===== src/rtl/multicycle_controller.sv =====
// Sequencing FSM for the multicycle RV32I datapath (fetch/decode/execute/writeback).
// Optional MC_MEM_WAIT_EN: FETCH, MEMREAD and MEMWRITE stall until mem_ready.
module multicycle_controller (
   input  logic       clk,
   input  logic       reset,
   input  logic [6:0] op,
   input  logic [2:0] funct3,
   input  logic       funct7_5,
   input  logic       zero_flag,
   input  logic       mem_ready,
   output logic       pc_write,
   output logic       ir_write,
   output logic       adr_src,
   output logic       mem_write,
   output logic       reg_write,
   output logic [1:0] result_src,
   output logic [1:0] alu_src_a,
   output logic [1:0] alu_src_b,
   output logic [1:0] imm_src,
   output logic [2:0] alu_control,
   output logic       illegal_op,
   output logic [3:0] state
);

   typedef enum logic [3:0] {
      S_FETCH    = 4'd0,
      S_DECODE   = 4'd1,
      S_MEMADR   = 4'd2,
      S_MEMREAD  = 4'd3,
      S_MEMWB    = 4'd4,
      S_MEMWRITE = 4'd5,
      S_EXECUTER = 4'd6,
      S_EXECUTEI = 4'd7,
      S_ALUWB    = 4'd8,
      S_BRANCH   = 4'd9,
      S_JAL      = 4'd10
   } state_t;

   state_t      r_state;
   state_t      w_next;
   logic        w_mem_go;
   logic [1:0]  w_alu_op;
   logic        w_pc_write;
   logic        w_ir_write;
   logic        w_mem_write;
   logic        w_reg_write;
   logic        w_illegal;

`ifdef MC_MEM_WAIT_EN
   assign w_mem_go = mem_ready;
`else
   logic w_unused;
   assign w_mem_go = 1'b1;
   assign w_unused = mem_ready;
`endif

   always_ff @(posedge clk or posedge reset) begin
      if (reset) r_state <= S_FETCH;
      else       r_state <= w_next;
   end

   always_comb begin
      w_next      = S_FETCH;
      w_alu_op    = 2'b00;
      w_pc_write  = 1'b0;
      w_ir_write  = 1'b0;
      w_mem_write = 1'b0;
      w_reg_write = 1'b0;
      w_illegal   = 1'b0;
      adr_src     = 1'b0;
      result_src  = 2'b00;
      alu_src_a   = 2'b00;
      alu_src_b   = 2'b00;
      case (r_state)
         S_FETCH: begin
            alu_src_b  = 2'b10;
            result_src = 2'b10;
            w_ir_write = w_mem_go;
            w_pc_write = w_mem_go;
            w_next     = w_mem_go ? S_DECODE : S_FETCH;
         end
         S_DECODE: begin
            alu_src_a = 2'b01;
            alu_src_b = 2'b01;
            case (op)
               7'b0000011, 7'b0100011: w_next = S_MEMADR;
               7'b0110011:             w_next = S_EXECUTER;
               7'b0010011:             w_next = S_EXECUTEI;
               7'b1100011:             w_next = S_BRANCH;
               7'b1101111:             w_next = S_JAL;
               default: begin
                  w_next    = S_FETCH;
                  w_illegal = 1'b1;
               end
            endcase
         end
         S_MEMADR: begin
            alu_src_a = 2'b10;
            alu_src_b = 2'b01;
            w_next    = op[5] ? S_MEMWRITE : S_MEMREAD;
         end
         S_MEMREAD: begin
            adr_src = 1'b1;
            w_next  = w_mem_go ? S_MEMWB : S_MEMREAD;
         end
         S_MEMWB: begin
            result_src  = 2'b01;
            w_reg_write = 1'b1;
         end
         S_MEMWRITE: begin
            adr_src     = 1'b1;
            w_mem_write = 1'b1;
            w_next      = w_mem_go ? S_FETCH : S_MEMWRITE;
         end
         S_EXECUTER: begin
            alu_src_a = 2'b10;
            w_alu_op  = 2'b10;
            w_next    = S_ALUWB;
         end
         S_EXECUTEI: begin
            alu_src_a = 2'b10;
            alu_src_b = 2'b01;
            w_alu_op  = 2'b10;
            w_next    = S_ALUWB;
         end
         S_ALUWB: w_reg_write = 1'b1;
         S_BRANCH: begin
            alu_src_a  = 2'b10;
            w_alu_op   = 2'b01;
            // funct3[0] distinguishes bne from beq
            w_pc_write = zero_flag ^ funct3[0];
         end
         S_JAL: begin
            alu_src_a  = 2'b01;
            alu_src_b  = 2'b10;
            w_pc_write = 1'b1;
            w_next     = S_ALUWB;
         end
         default: w_next = S_FETCH;
      endcase
   end

   always_comb begin
      alu_control = 3'b000;
      case (w_alu_op)
         2'b01: alu_control = 3'b001;
         2'b10: begin
            case (funct3)
               3'b000:  alu_control = (op[5] & funct7_5) ? 3'b001 : 3'b000;
               3'b010:  alu_control = 3'b101;
               3'b100:  alu_control = 3'b100;
               3'b110:  alu_control = 3'b011;
               3'b111:  alu_control = 3'b010;
               default: alu_control = 3'b000;
            endcase
         end
         default: alu_control = 3'b000;
      endcase
   end

   always_comb begin
      imm_src = 2'b00;
      case (op)
         7'b0100011: imm_src = 2'b01;
         7'b1100011: imm_src = 2'b10;
         7'b1101111: imm_src = 2'b11;
         default:    imm_src = 2'b00;
      endcase
   end

   // Strobes are suppressed for the whole reset window so an abandoned instruction writes nothing.
   assign pc_write   = w_pc_write  & ~reset;
   assign ir_write   = w_ir_write  & ~reset;
   assign mem_write  = w_mem_write & ~reset;
   assign reg_write  = w_reg_write & ~reset;
   assign illegal_op = w_illegal   & ~reset;
   assign state      = r_state;

endmodule

===== config.mk =====
export PLATFORM = sky130hd
export DESIGN_NAME = multicycle_controller
export DESIGN_NICKNAME = d
export VERILOG_FILES = /design/src/rtl/multicycle_controller.sv
export SDC_FILE = /design/constraint.sdc
export NUM_CORES = 1
export LEC_CHECK = 0
export CAP_MARGIN = 40
export CORE_ASPECT_RATIO = 0.9
export CORE_MARGIN = 2
export CORE_UTILIZATION = 25
export DETAILED_ROUTE_END_ITERATION = 7
export PLACE_DENSITY = 0.68
export SKIP_LAST_GASP = 1
export SLEW_MARGIN = 5
export SYNTH_ARGS = -nofsm -noshare
export SYNTH_HDL_FRONTEND = slang
export SYNTH_SLANG_ARGS = --single-unit

===== constraint.sdc =====
create_clock -name clk -period 2.4 [get_ports clk]
set_input_delay 0.72 -clock clk [delete_from_list [all_inputs] [get_ports clk]]
set_output_delay 0.72 -clock clk [all_outputs]
set_load 0.1 [all_outputs]

==> metrics.cfg, run 1 <==
[cells_and_area]
final_net_count = 152
syn_to_final_growth_pct = 191
total_area_of_sequential_cells_um2 = 113
mostFrequentLayoutCells = 24 x buf_4, 21 x buf_12, 6 x dlygate4sd2_1, 6 x buf_2, 5 x nand2b_4
multi_input_area_um2 = 688
largest_register_ff_count = 4
antenna_cells_inserted = 0
final_common_cell = buf_4
drive_gt1_share_pct = 77.4
nFillCells = 143

[global_route]
number_of_antenna_violations_at_the_first_check_in_global_routing = 0
track_usage_pct = 19.3
grt_start_max_net_pins = 14
global_route.overflow_total = 0
grt_first_pass_wirelength_um = 3600
grt_pass1_vias = 750

[critical_path]
critical-path-top-cell-by-count = nand2b_4
path_cells = nand2b_4 > nand2b_4 > inv_4 > ha_4 > nor4b_4 > buf_12
timing.critical_path.buf_inv = 2
worst-endpoint-required_ns = 1.68
critPathTopFamily = simple AND/OR/NAND/NOR gates
r2r.worst_path.cells = 4
timing_worst_setup_path_type = flop to output pin
max_stage_delay_ns = 0.48
setup.worst_path.start_class = flop
cp_data_arrival_time_ns = 1.81
cp.depth = 6
critical_path_peak_fanout = 4
timing.critical_path.slowest_stage_cell = dfrtp_4
critical_path.endpoint_type = output pin

[routing]
post_dr_vias_cell = 4.80
first_iter_violations = 8
post-route-drc-count = 0
routed_wirelength_um = 2290
route.antenna.remaining_nets = 0
routed-via-count = 768
detail_route.wl_per_cell_um = 14.3
drt-pass1-iter-count = 4

[sta]
finClkSkew_ns = 0.00486
final_min_period_over_clock_period_pct = 105
setup_repair_after_global_routing_missed_its_margin = true
slew_headroom_pct = 77.1
report.final.hold_viol_count = 0
fin_crit_ns = 2.53
whs_ns = 0.742
worst_pin_slew_ns = 0.341
timing_max_transition_violations_final = 0
fmaxAchievable_mhz = 396
setup_total_negative_slack_ns = -0.247
finalWorstSetupSlack_ns = -0.127
report.final.setup_viol = 3

[synthesis]
synth-seq-cells = 4
synth.top_cell.area_share_pct = 18.2
synthTopCellsByArea = dfrtp_1 18%, nand2b_1 6.8%, nor4_2 6.8%
synth.avg_cell_area_um2 = 7.54
synth_largest_area_cell = dfrtp_1
postSynth.asyncResetShare_pct = 100
yosysWarningCount = 0
post_synth_inst_count = 73
dominantRegCellSynth = dfrtp_1
yosysSeqAreaShare_pct = 18.2
post_synth_edffs = 0
synth_area_um2 = 551
mappedNetlistNets = 90
yosysUniqueCellTypes = 31

[place]
gpl.final_weighted_congestion = 0.797
hpwl_um = 1570
buffer_ports.inserted = 34
post-place-ws_ns = -0.362

[hold_path]
timing.hold.worst.class = input port to async pin

[power_and_ir_drop]
static-leakage-power_nw = 0.660
internal-power_uw = 591
pwr-share-comb_pct = 87.2
irDropWorstVdd_mv = 0.977
clkPwrFrac_pct = 6.4
pwr-share-seq_pct = 6.3
switching_share_pct = 57.7
net-switching-power_uw = 807
power-per-cell-area_mw_per_mm2 = 873

[status]
violations = setup timing
run_status = complete, but fails checks

[floorplan]
die_area_mm2 = 0.00259
design.core.area_mm2 = 0.00212
die_extent_in_x_um = 53.5
chipHeight_um = 48.5
initial_utilization_pct = 25.9
io_pins = 36
core.rowCount = 16

[cts]
clock_tree_from_tritoncts = done
h-tree-depth = 1
cts.root.buffer_cell = clkbuf_4
clock_latency_ns = 0.25
count_of_hold_fix_buffers_inserted_at_cts = 0
clk_pin_slew_worst_paths_ns = 0.04
cts_made_buffers = 3
max-clock-path-buffers = 2
tritoncts_num_sinks = 4

[job]
drv.max_cap_violation_count = 0

## synth_stat cells (all sizes together), types with 2 or more instances
master and number:
nor2 8, nand2b 6, nand2 5, buf 4, dfrtp 4, inv 4
nor2b 4, nor3 4, nor4 4, a21oi 3, and2 3, o21ai 3
xnor2 3, a31oi 2, and3 2, ha 2, nand3 2, nor3b 2
## through the flow
| step | area (um^2) | utilization (%) | power [mW] | cells |
|---|---|---|---|---|
| floorplan | 718 | - | 0.819 | 73 |
| global placement | 1380 | 64.9 | 1.21 | 145 |
| detailed placement | 1380 | 64.9 | 1.22 | 145 |
| CTS | 1560 | 73.5 | 1.37 | 157 |
| global route | 1600 | 75.5 | 1.44 | 160 |
| finish | 1600 | 75.5 | 1.40 | 160 |
## power by group through the flow
stage,combinational (mW),clock [mW],sequential [mW]
finish,1.22,0.0902,0.0882
global route,1.26,0.0972,0.0902
CTS,1.19,0.0960,0.0873
detailed placement,1.13,0,0.0875
global placement,1.13,0,0.0868
floorplan,0.649,0,0.170
## final timing paths
kind	to	start	slack, ns
max	alu_control[2]	state[1]	-0.13
min	state[3]	reset	0.74
max in group asynchronous	state[2]	reset	1.54
min reg2reg	state[1]	state[1]	0.79
max reg2reg	state[3]	state[3]	1.01
min in group clk	state[2]	op[4]	0.75
## area by class of cell
class                   count  area share (%)
inverters                   4            1.09
well taps                  27            2.11
repair buffers             61            45.4
multi-input cells          61            42.9
clock buffers               3            1.41
flip-flops and latches      4            7.03
## layer usage
layer | part of all wire, % | track usage [%] | up-vias
li1 | - | - | 383
met4 | 0.74 | 6.41 | 0
met3 | 4.2 | 3.09 | 2
met1 | 35 | 19.5 | 359
met5 | 0 | 0 | -
met2 | 60 | 37.7 | 24
## repair_timing
action	CTS	global route
gates resized for setup	58	7
pin swaps	15	4
buffers inserted	9	3
setup endpoints to repair	11	8
## worst register-to-register path, cell delays in order (launching register included)
cell	delay, ns
dfrtp_4	0.42
buf_4	0.24
nand2b_1	0.27
nand2_1	0.08
a22o_2	0.26
## cells by family after synthesis
family / Yosys count / synth area share, %
compound gates: 13 / 16.6
xor+xnor: 4 / 6.36
fa+ha+maj: 2 / 4.54
buf+inv: 8 / 7.27
flops: 4 / 18.2
simple gates: 42 / 47.0
Power figures use the tool's default switching activity.
==> run 2: changes to the inputs <==
CORE_MARGIN = 3   (was 2)
CORE_UTILIZATION = 35   (was 25)
PLACE_DENSITY = 0.87   (was 0.68)
==> run 2 against run 1 <==
  * The run now fails in detailed placement (3_5_place_dp)
  * Area after synthesis is the same
  * Synthesized cell count stayed put
==> metrics.cfg, run 2 <==
[floorplan]
core.rowCount = 12
initial_utilization_pct = 40.7
die_extent_in_x_um = 47.8
chipHeight_um = 43.6
io_pins = 36

[synthesis]
yosysUniqueCellTypes = 31
synth.avg_cell_area_um2 = 7.54
dominantRegCellSynth = dfrtp_1
synthTopCellsByArea = dfrtp_1 18%, nand2b_1 6.8%, nor4_2 6.8%
mappedNetlistNets = 90
synth_area_um2 = 551
post_synth_edffs = 0
postSynth.asyncResetShare_pct = 100
synth-seq-cells = 4
netlist_top_cells_count = 8 x nor2_1, 6 x nand2b_1, 5 x nand2_1, 4 x dfrtp_1, 4 x inv_1
post_synth_inst_count = 73
synth.top_cell.area_share_pct = 18.2
yosysWarningCount = 0
synth.most_common_cell = nor2_1
yosysSeqAreaShare_pct = 18.2
synth_largest_area_cell = dfrtp_1

[status]
haltStage = detailed placement (3_5_place_dp)
error = [ERROR DPL-0038] Utilization greater than 100%, impossible to legalize
run_status = aborted with a tool error

[place]
buffer_ports.inserted = 34
gpl.final_weighted_congestion = 0.854

## run 2: logic make-up after synthesis
group,synth area share (%)
fa+ha+maj,4.54
buf+inv,7.27
xor+xnor,6.36
flops,18.2
simple gates,47.0
compound gates,16.6
## run 2: through the flow
stage	area, um^2	worst slack (ns)	TNS (ns)	instances	hold WS (ns)
2_1_floorplan	718	-0.783	-5.65	73	0.495
3_3_place_gp	1390	-0.357	-1.63	136	0.650
==> run 3: changes to the inputs <==
CORE_AREA = 3 3 64 66   (was default)
CORE_ASPECT_RATIO = default   (was 0.9)
CORE_MARGIN = default   (was 3)
CORE_UTILIZATION = default   (was 35)
DIE_AREA = 0 0 67 69   (was default)
PLACE_DENSITY = default   (was 0.87)
PLACE_DENSITY_LB_ADDON = 0.15   (was default)
==> run 3 against run 2 <==
  * The flow now finishes, with violations (setup timing)
==> metrics.cfg, run 3 (synthesis results as in run 1) <==
[sta]
finalWorstSetupSlack_ns = -0.104
setup_total_negative_slack_ns = -0.187
finClkSkew_ns = 0.00454
slew_headroom_pct = 77.9
final_min_period_over_clock_period_pct = 104
timing_max_transition_violations_final = 0
fmaxAchievable_mhz = 399
report.final.hold_viol_count = 0
fin_crit_ns = 2.50
report.final.setup_viol = 2
worst_pin_slew_ns = 0.329
setup_repair_after_global_routing_missed_its_margin = true

[critical_path]
setup.worst_path.start_class = flop
timing.critical_path.buf_inv = 2
cp_data_arrival_time_ns = 1.78
cp.depth = 6
critPathTopFamily = simple AND/OR/NAND/NOR gates
timing_worst_setup_path_type = flop to output pin
path_cells = nor2b_1 > and2_4 > inv_2 > ha_4 > nor4b_4 > buf_12
worstSetupStartpoint = state[3]
worst-endpoint-required_ns = 1.68
critical_path_peak_fanout = 3
critical_path.endpoint_type = output pin
r2r.worst_path.cells = 4
worstReg2RegStart = state[3]
max_stage_delay_ns = 0.48
reg2reg_setup_slack_ns = 0.99
timing.critical_path.slowest_stage_cell = dfrtp_4

[power_and_ir_drop]
power-per-cell-area_mw_per_mm2 = 890
irDropWorstVdd_mv = 0.348
static-leakage-power_nw = 0.658

[place]
placement.cell_area_mm2 = 0.00143
hpwl_um = 1730
gpl.final_weighted_congestion = 0.714
post-place-ws_ns = -0.409
buffer_ports.inserted = 34

[routing]
first_iter_violations = 11
post_dr_vias_cell = 4.19
drt-pass1-iter-count = 4
routed_wirelength_um = 2190
detail_route.wl_per_cell_um = 12.2
post-route-drc-count = 0
routed-via-count = 750
route.antenna.remaining_nets = 0

[status]
violations = setup timing
run_status = complete, but fails checks

[cells_and_area]
antenna_cells_inserted = 0
final_common_cell = buf_4
drive_gt1_share_pct = 74.8
final_cell_area_mm2 = 0.00161
mostFrequentLayoutCells = 22 x buf_4, 21 x buf_12, 6 x dlygate4sd2_1, 5 x buf_6
final_net_count = 150
syn_to_final_growth_pct = 192
finalCoreUtilization_pct = 44.3
largest_register_ff_count = 4

[floorplan]
chipHeight_um = 69
initial_utilization_pct = 15.2
die_extent_in_x_um = 67
design.core.area_mm2 = 0.00363
core.rowCount = 22
die_area_mm2 = 0.00462
io_pins = 36

[cts]
count_of_hold_fix_buffers_inserted_at_cts = 0
tritoncts_num_sinks = 4
clock_tree_from_tritoncts = done
max-clock-path-buffers = 2
cts_made_buffers = 3
h-tree-depth = 1
clock_latency_ns = 0.22
clk_pin_slew_worst_paths_ns = 0.03
cts.root.buffer_cell = clkbuf_8

[global_route]
track_usage_pct = 9.58
global_route.overflow_total = 0
number_of_antenna_violations_at_the_first_check_in_global_routing = 0
grt_first_pass_wirelength_um = 3520
grt_start_max_net_pins = 14
grt_pass1_vias = 784

[hold_path]
timing.hold.worst.class = input port to async pin

[job]
drv.max_cap_violation_count = 0

[run 3: what timing repair did]
item                       in CTS  in global routing
hold endpoints to repair        0                  0
setup buffers                   4                  3
pin swaps                      10                  3
setup endpoints to repair      11                  8
resized for setup              51                  9
[run 3: where the power goes]
| group | internal (mW) | switching (mW) | total [mW] |
|---|---|---|---|
| clock | 0.107 | 0.0321 | 0.139 |
| combinational | 0.454 | 0.753 | 1.21 |
| sequential | 0.0814 | 0.00639 | 0.0878 |
[run 3: final timing paths]
kind	to
setup / recovery	alu_control[2]
hold / removal	state[3]
setup reg to reg	state[3]
hold reg to reg	state[2]
max in group asynchronous	state[1]
min in group clk	state[2]
[run 3: area by class of cell]
| cell class | count | area (um^2) |
|---|---|---|
| fillers | 371 | 2020 |
| repair buffers | 59 | 724 |
| multi-input cells | 61 | 654 |
| flip-flops and latches | 4 | 113 |
| well taps | 48 | 60.1 |
| clock buffers | 3 | 41.3 |
| inverters | 4 | 17.5 |
[run 3: worst register-to-register path: stages (launching register included)]
cell and delay, ns:
dfrtp_4 0.42, buf_4 0.24, nand2b_1 0.27, nand2_1 0.08, a22o_2 0.27
[run 3: metal layers]
| metal | vias to the layer above | GRT usage [%] | wire length (um) |
|---|---|---|---|
| met4 | 0 | 3.38 | 19 |
| met1 | 352 | 10.8 | 832 |
| met3 | 2 | 1.95 | 102 |
| met5 | - | 0 | 0 |
| li1 | 371 | - | - |
| met2 | 25 | 17.1 | 1240 |
[run 3: metrics by stage]
stage | power (mW) | cells | hold slack (ns)
6_report | 1.43 | 179 | 0.775
5_1_grt | 1.49 | 179 | 0.781
4_1_cts | 1.41 | 176 | 0.754
3_5_place_dp | 1.23 | 169 | 0.719
3_3_place_gp | 1.23 | 169 | 0.724
2_1_floorplan | 0.819 | 73 | 0.495
